$ cat src/rtl/fifo_word_packer_if.sv
// Stream bundle for fifo_word_packer: FIFO read port, flush request and the
// packed-word valid/ready output with keep/last sideband.
interface fifo_word_packer_if #(
  parameter int IN_W  = 8,
  parameter int RATIO = 4
);
  logic                    fifo_empty;
  logic [IN_W-1:0]         fifo_rdata;
  logic                    fifo_rd_en;
  logic                    flush;
  logic                    m_valid;
  logic                    m_ready;
  logic [IN_W*RATIO-1:0]   m_data;
  logic [RATIO-1:0]        m_keep;
  logic                    m_last;

  modport master (
    input  fifo_empty, fifo_rdata, flush, m_ready,
    output fifo_rd_en, m_valid, m_data, m_keep, m_last
  );

  modport slave (
    output fifo_empty, fifo_rdata, flush, m_ready,
    input  fifo_rd_en, m_valid, m_data, m_keep, m_last
  );
endinterface

$ cat src/rtl/fifo_word_packer.sv
// Drains a synchronous byte FIFO, packs RATIO lanes per output word, flush emits partial words.
// Optional: PACKER_BIG_ENDIAN_EN places lane 0 in the MSB lane and fills m_keep from the MSB.
module fifo_word_packer #(
  parameter int IN_W  = 8,
  parameter int RATIO = 4,
  parameter int CNT_W = 3
) (
  input  logic clk,
  input  logic rst,
  fifo_word_packer_if.master bus
);
  localparam int OUT_W = IN_W * RATIO;
  localparam logic [CNT_W-1:0] LAST = CNT_W'(RATIO - 1);
  localparam logic [CNT_W-1:0] FULL = CNT_W'(RATIO);

  typedef enum logic [1:0] {FILL, HOLD, FLUSH} state_t;

  state_t             state, state_nxt;
  logic [CNT_W-1:0]   iss, lnd;
  logic               flush_pend;
  logic               land_p0;
  logic [OUT_W-1:0]   asm_p0, asm_nxt;
  logic               out_free;
  logic               clr_cnt, pend_clr, load_out, load_last;
  logic [CNT_W-1:0]   load_n;

  // Lane i of the assembly register sits at bits [i*IN_W +: IN_W]; only the
  // first n lanes are emitted, the rest are forced to zero.
  function automatic logic [OUT_W-1:0] pack_word(input logic [OUT_W-1:0] lanes,
                                                 input logic [CNT_W-1:0] n);
    logic [OUT_W-1:0] w;
    w = '0;
    for (int i = 0; i < RATIO; i++) begin
      if (i < int'(n)) begin
`ifdef PACKER_BIG_ENDIAN_EN
        w[(RATIO-1-i)*IN_W +: IN_W] = lanes[i*IN_W +: IN_W];
`else
        w[i*IN_W +: IN_W] = lanes[i*IN_W +: IN_W];
`endif
      end
    end
    return w;
  endfunction

  function automatic logic [RATIO-1:0] keep_mask(input logic [CNT_W-1:0] n);
    logic [RATIO-1:0] k;
    k = '0;
    for (int i = 0; i < RATIO; i++) begin
      if (i < int'(n)) begin
`ifdef PACKER_BIG_ENDIAN_EN
        k[RATIO-1-i] = 1'b1;
`else
        k[i] = 1'b1;
`endif
      end
    end
    return k;
  endfunction

  assign out_free       = !bus.m_valid || bus.m_ready;
  assign bus.fifo_rd_en = !rst && !bus.fifo_empty && (iss < FULL) &&
                          (state == FILL) && !flush_pend;

  always_comb begin
    asm_nxt   = asm_p0;
    state_nxt = state;
    clr_cnt   = 1'b0;
    pend_clr  = 1'b0;
    load_out  = 1'b0;
    load_last = 1'b0;
    load_n    = '0;
    if (land_p0) asm_nxt[int'(lnd)*IN_W +: IN_W] = bus.fifo_rdata;
    case (state)
      FILL: begin
        if (land_p0 && lnd == LAST) begin
          if (out_free) begin
            load_out = 1'b1;
            load_n   = FULL;
            clr_cnt  = 1'b1;
          end else begin
            state_nxt = HOLD;
          end
        end else if (flush_pend && iss == lnd) begin
          // Nothing in flight: emit directly when possible, park in FLUSH otherwise.
          if (lnd == '0) begin
            pend_clr = 1'b1;
            clr_cnt  = 1'b1;
          end else if (out_free) begin
            load_out  = 1'b1;
            load_n    = lnd;
            load_last = 1'b1;
            pend_clr  = 1'b1;
            clr_cnt   = 1'b1;
          end else begin
            state_nxt = FLUSH;
          end
        end
      end
      HOLD: begin
        if (out_free) begin
          load_out  = 1'b1;
          load_n    = FULL;
          clr_cnt   = 1'b1;
          state_nxt = FILL;
        end
      end
      FLUSH: begin
        if (out_free) begin
          load_out  = 1'b1;
          load_n    = lnd;
          load_last = 1'b1;
          pend_clr  = 1'b1;
          clr_cnt   = 1'b1;
          state_nxt = FILL;
        end
      end
      default: state_nxt = FILL;
    endcase
  end

  // p0: control state, counters and the output register
  always_ff @(posedge clk) begin
    if (rst) begin
      state       <= FILL;
      iss         <= '0;
      lnd         <= '0;
      flush_pend  <= 1'b0;
      land_p0     <= 1'b0;
      bus.m_valid <= 1'b0;
      bus.m_data  <= '0;
      bus.m_keep  <= '0;
      bus.m_last  <= 1'b0;
    end else begin
      state   <= state_nxt;
      land_p0 <= bus.fifo_rd_en;
      if (clr_cnt) begin
        iss <= '0;
        lnd <= '0;
      end else begin
        iss <= iss + CNT_W'(bus.fifo_rd_en);
        lnd <= lnd + CNT_W'(land_p0);
      end
      if (pend_clr)       flush_pend <= 1'b0;
      else if (bus.flush) flush_pend <= 1'b1;
      if (load_out) begin
        bus.m_valid <= 1'b1;
        bus.m_data  <= pack_word(asm_nxt, load_n);
        bus.m_keep  <= keep_mask(load_n);
        bus.m_last  <= load_last;
      end else if (bus.m_ready) begin
        bus.m_valid <= 1'b0;
      end
    end
  end

  // p0: assembly lanes, stale lanes are masked off at emit time
  always_ff @(posedge clk) begin
    asm_p0 <= asm_nxt;
  end
endmodule
$ cat src/flat_wrapper.sv
// flat-port wrapper written by rule: the top's interface ports become plain ports
module fifo_word_packer_flat 
#(
  parameter int IN_W  = 8,
  parameter int RATIO = 4,
  parameter int CNT_W = 3
)
  (clk, rst, bus_fifo_empty, bus_fifo_rdata, bus_flush, bus_m_ready, bus_fifo_rd_en, bus_m_valid, bus_m_data, bus_m_keep, bus_m_last);
  fifo_word_packer_if #(.IN_W(IN_W), .RATIO(RATIO)) bus_i ();
  input  logic clk;
  input  logic rst;
  input wire logic [$bits(bus_i.fifo_empty)-1:0] bus_fifo_empty;
  input wire logic [$bits(bus_i.fifo_rdata)-1:0] bus_fifo_rdata;
  input wire logic [$bits(bus_i.flush)-1:0] bus_flush;
  input wire logic [$bits(bus_i.m_ready)-1:0] bus_m_ready;
  output wire logic [$bits(bus_i.fifo_rd_en)-1:0] bus_fifo_rd_en;
  output wire logic [$bits(bus_i.m_valid)-1:0] bus_m_valid;
  output wire logic [$bits(bus_i.m_data)-1:0] bus_m_data;
  output wire logic [$bits(bus_i.m_keep)-1:0] bus_m_keep;
  output wire logic [$bits(bus_i.m_last)-1:0] bus_m_last;
  assign bus_i.fifo_empty = bus_fifo_empty;
  assign bus_i.fifo_rdata = bus_fifo_rdata;
  assign bus_i.flush = bus_flush;
  assign bus_i.m_ready = bus_m_ready;
  assign bus_fifo_rd_en = bus_i.fifo_rd_en;
  assign bus_m_valid = bus_i.m_valid;
  assign bus_m_data = bus_i.m_data;
  assign bus_m_keep = bus_i.m_keep;
  assign bus_m_last = bus_i.m_last;
  fifo_word_packer #(.IN_W(IN_W), .RATIO(RATIO), .CNT_W(CNT_W)) u_core (.clk(clk), .rst(rst), .bus(bus_i));
endmodule
$ cat config.mk
export PLATFORM = sky130hd
export DESIGN_NAME = fifo_word_packer_flat
export DESIGN_NICKNAME = d
export VERILOG_FILES = /design/src/rtl/fifo_word_packer_if.sv /design/src/rtl/fifo_word_packer.sv /design/src/flat_wrapper.sv
export SDC_FILE = /design/constraint.sdc
export NUM_CORES = 1
export LEC_CHECK = 0
export BUFFER_PORTS_ARGS = -buffer_cell sky130_fd_sc_hd__buf_2
export CAP_MARGIN = 20
export CORE_MARGIN = 4
export CORE_UTILIZATION = 55
export CTS_CLUSTER_SIZE = 14
export DETAILED_ROUTE_END_ITERATION = 16
export GPL_TIMING_DRIVEN = 1
export HOLD_SLACK_MARGIN = 0.06
export PLACE_DENSITY = 0.86
export SYNTH_ARGS = -nofsm -noshare
export SYNTH_HDL_FRONTEND = slang
export SYNTH_SLANG_ARGS = --single-unit
$ cat constraint.sdc
create_clock -name clk -period 2.7 [get_ports clk]
set_input_delay 0.54 -clock clk [delete_from_list [all_inputs] [get_ports clk]]
set_output_delay 0.54 -clock clk [all_outputs]
set_load 0.005 [all_outputs]
==> results.tsv <==
stage	metric	value	unit
run_status	outcome	finished, final reports clean	
synthesis	ys_ff_latch	80	
critical_path	crit_path_start_kind	flip-flop	
detailed_routing	ant_nets	0	
global_routing	grt_max_degree	35	
min_path	min_path_type	in -> reg	
clocking	clk_path_buf_depth	2	
timing	tns	0	ns
power_and_ir_drop	max-vdd-ir-drop	0.0004338	V
synthesis	yosys_most_used_dff	dfxtp_1	
power_and_ir_drop	leakage	1.611	nW
synthesis	synth_top_area_share	0.4973	
timing	final.min_clock_period	2.369	ns
timing	finClkSkew	0.01028	ns
clocking	clkSinkCount	80	
timing	grt_setup_unrepaired	false	
placement	io_buffer_count	51	
global_routing	grt-ovfl-total	0	
floorplanning	dieArea	7144	um^2
detailed_routing	drt_iter0_markers	227	
clocking	cts_inserted_buffers	9	
synthesis	syn_area_per_cell	10.39	um^2
critical_path	cpMaxStageDelayCell	dfxtp_1	
clocking	cts_root_buf	clkbuf_8	
global_routing	grtUsageTotal	0.2113	
detailed_routing	drt-total-wl	7.349	mm
clocking	clk_pin_slew	0.09	ns
finish	stdcell_count	445	
critical_path	cpLargestDelayFamily	simple AND/OR/NAND/NOR gates	
synthesis	yosysMostFrequentCell	dfxtp_1	
finish	diodes	0	
synthesis	yosysTopAreaCell	dfxtp_1	
placement	pre_cts_ws	0.4207	ns
critical_path	critical_path.max_fanout	9	
synthesis	synthTopCellsByArea	dfxtp_1 50%, nand2_1 6.4%, ha_1 5.4%	
critical_path	crit_chain	inv_1, ha_1, nor4b_1, nand3_1, mux2_2, nand2_1, o2bb2ai_1	
finish	fillers	434	
power_and_ir_drop	total_power	2.489	mW
placement	dpl-instance-area	3553	um^2
synthesis	synth_edf_count	0	
synthesis	netlist_instances	310	
timing	setup_viol	0	
timing	layout_setup_ws	0.3312	ns
timing	period_share	0.8773	
global_routing	antenna_found_initial	0	
finish	stdcell_area	3770	um^2
synthesis	synth_common_cells	80 x dfxtp_1, 55 x nand2_1, 17 x a22o_1, 17 x o21ai_0, 16 x o2bb2ai_1	
global_routing	grt_pass1_wl	12.15	mm
clocking	cts_hold_buf	0	
floorplanning	std_cell_rows	27	
global_routing	grt_pass1_vias	2482	
floorplanning	coreArea	5608	um^2
floorplanning	chipHeight	84.52	um
synthesis	ys_types	51	
placement	gp_congestion	0.8884	
timing	worstMarginPinSlew	0.5661	ns
critical_path	worstSetupPathType	reg -> reg	
detailed_routing	viasPerCell	5.854	
clocking	cts_resized	0	
timing	hold_slack	0.3745	ns
synthesis	syn_area	3221	um^2
floorplanning	ioPinCount	52	
finish	nets	396	
placement	dpl.cell_count	430	
clocking	cts_tree	yes	
finish	area_growth	17.06	%
finish	final_util	0.6722	
detailed_routing	drc	0	
critical_path	cp-end-kind	flip-flop	
timing	max_freq	422.2	MHz
clocking	clkLatencyLatePin	0.35	ns
clocking	h-tree-depth	3	
timing	timing_hold_violations_final	0	
clocking	post_cts_buffers	0	
finish	layout-drive-gt1-share	0.2627	
floorplanning	start_util	0.5743	
power_and_ir_drop	power_density	660.3	nW/um^2
synthesis	ys_seq_area_frac	0.4973	
critical_path	worst-path-buf-inv	1	
timing	drv_slew	0	
synthesis	yosys_warnings	0	
placement	hpwl	4.929	mm
synthesis	syn_nets	337	
synthesis	synthArstFlopShare	0	
critical_path	critPathRequiredTime	2.91	ns
timing	relSlewSlack	0.6226	
floorplanning	die_x	84.52	um
critical_path	crit_arrival	2.58	ns
detailed_routing	dr_total_vias	2605	
critical_path	max_stage_delay	0.56	ns
job	cap_violations	0	
detailed_routing	wl_per_cell	16.51	um
detailed_routing	first_pass_iters	6	
layout by cell type, fill, tap and decap left out, types with 2 or more instances in the layout:
master | Yosys | routed
nor4_1 | 3 | 3
a211oi_1 | 4 | 4
dfxtp_1 | 80 | 80
clkbuf_8 | 0 | 9
o21ai_0 | 17 | 17
nor3_1 | 3 | 3
nor3b_1 | 5 | 5
a31oi_1 | 2 | 2
nor2_1 | 12 | 12
bufinv_16 | 0 | 2
buf_2 | 1 | 51
and2_1 | 2 | 2
clkinvlp_4 | 0 | 2
a22o_1 | 17 | 17
inv_6 | 0 | 2
o2bb2ai_1 | 16 | 16
nand3_1 | 6 | 6
a21oi_1 | 4 | 4
buf_4 | 2 | 10
xnor2_1 | 2 | 2
nand4_1 | 2 | 2
nor2_2 | 2 | 2
o21ai_1 | 2 | 2
inv_1 | 4 | 4
ha_1 | 14 | 14
nand2_1 | 55 | 55
nand2b_1 | 2 | 2
nor2b_1 | 2 | 2
a32o_1 | 8 | 8
mux2_2 | 8 | 8
xnor2_2 | 3 | 3
where the power goes:
group	total, mW	switching [mW]	internal (mW)	leakage (nW)
combinational	0.222	0.126	0.0964	0.859
sequential	1.30	0.0319	1.26	0.650
clock	0.970	0.448	0.522	0.102
total	2.49	0.606	1.88	1.61
cell families after synthesis:
kind of cell	after synthesis	share of synthesized area
AND/OR/NAND/NOR	104	0.1601
AO/OA/AOI/OAI	81	0.2067
multiplexers	8	0.02797
adder cells (fa/ha/maj)	14	0.05439
flip-flops	80	0.4973
XOR/XNOR	5	0.02059
buffers and inverters	18	0.03302
layer usage:
metal,part of all wire,vias to the layer above,GRT usage
met5,0,-,0
li1,-,1240,-
met3,0.056,18,0.03533
met4,0.020,0,0.09353
met1,0.44,1246,0.2788
met2,0.48,101,0.3402
registers in the layout, indices dropped and copies added (netlist names):
signal	cells
u_core.asm_p0	32
u_core.bus.m_data	32
u_core.bus.m_keep	4
u_core.iss	3
u_core.lnd	3
u_core.state	2
u_core.bus.m_last	1
u_core.bus.m_valid	1
u_core.flush_pend	1
u_core.land_p0	1
worst paths after layout:
kind | start | to | slack (ns) | cells past startpoint
setup / recovery | u_core.lnd[2] | u_core.bus.m_data[0] | 0.33 | 7
hold / removal | bus_fifo_empty | u_core.land_p0 | 0.37 | 2
setup reg to reg | u_core.lnd[2] | u_core.bus.m_data[0] | 0.33 | 7
hold reg to reg | u_core.bus.m_keep[1] | u_core.bus.m_keep[1] | 0.45 | 1
area by class of cell:
class | instances | area (um^2) | share of cell area
tap | 72 | 90.09 | 0.02390
clock inverter | 6 | 92.59 | 0.02456
timing repair buffer | 61 | 330.3 | 0.08762
multi-input combinational | 212 | 1513 | 0.4013
clock buffer | 9 | 123.9 | 0.03286
sequential | 80 | 1602 | 0.4248
inverter | 5 | 18.77 | 0.004978
Power figures use the tool's default switching activity.
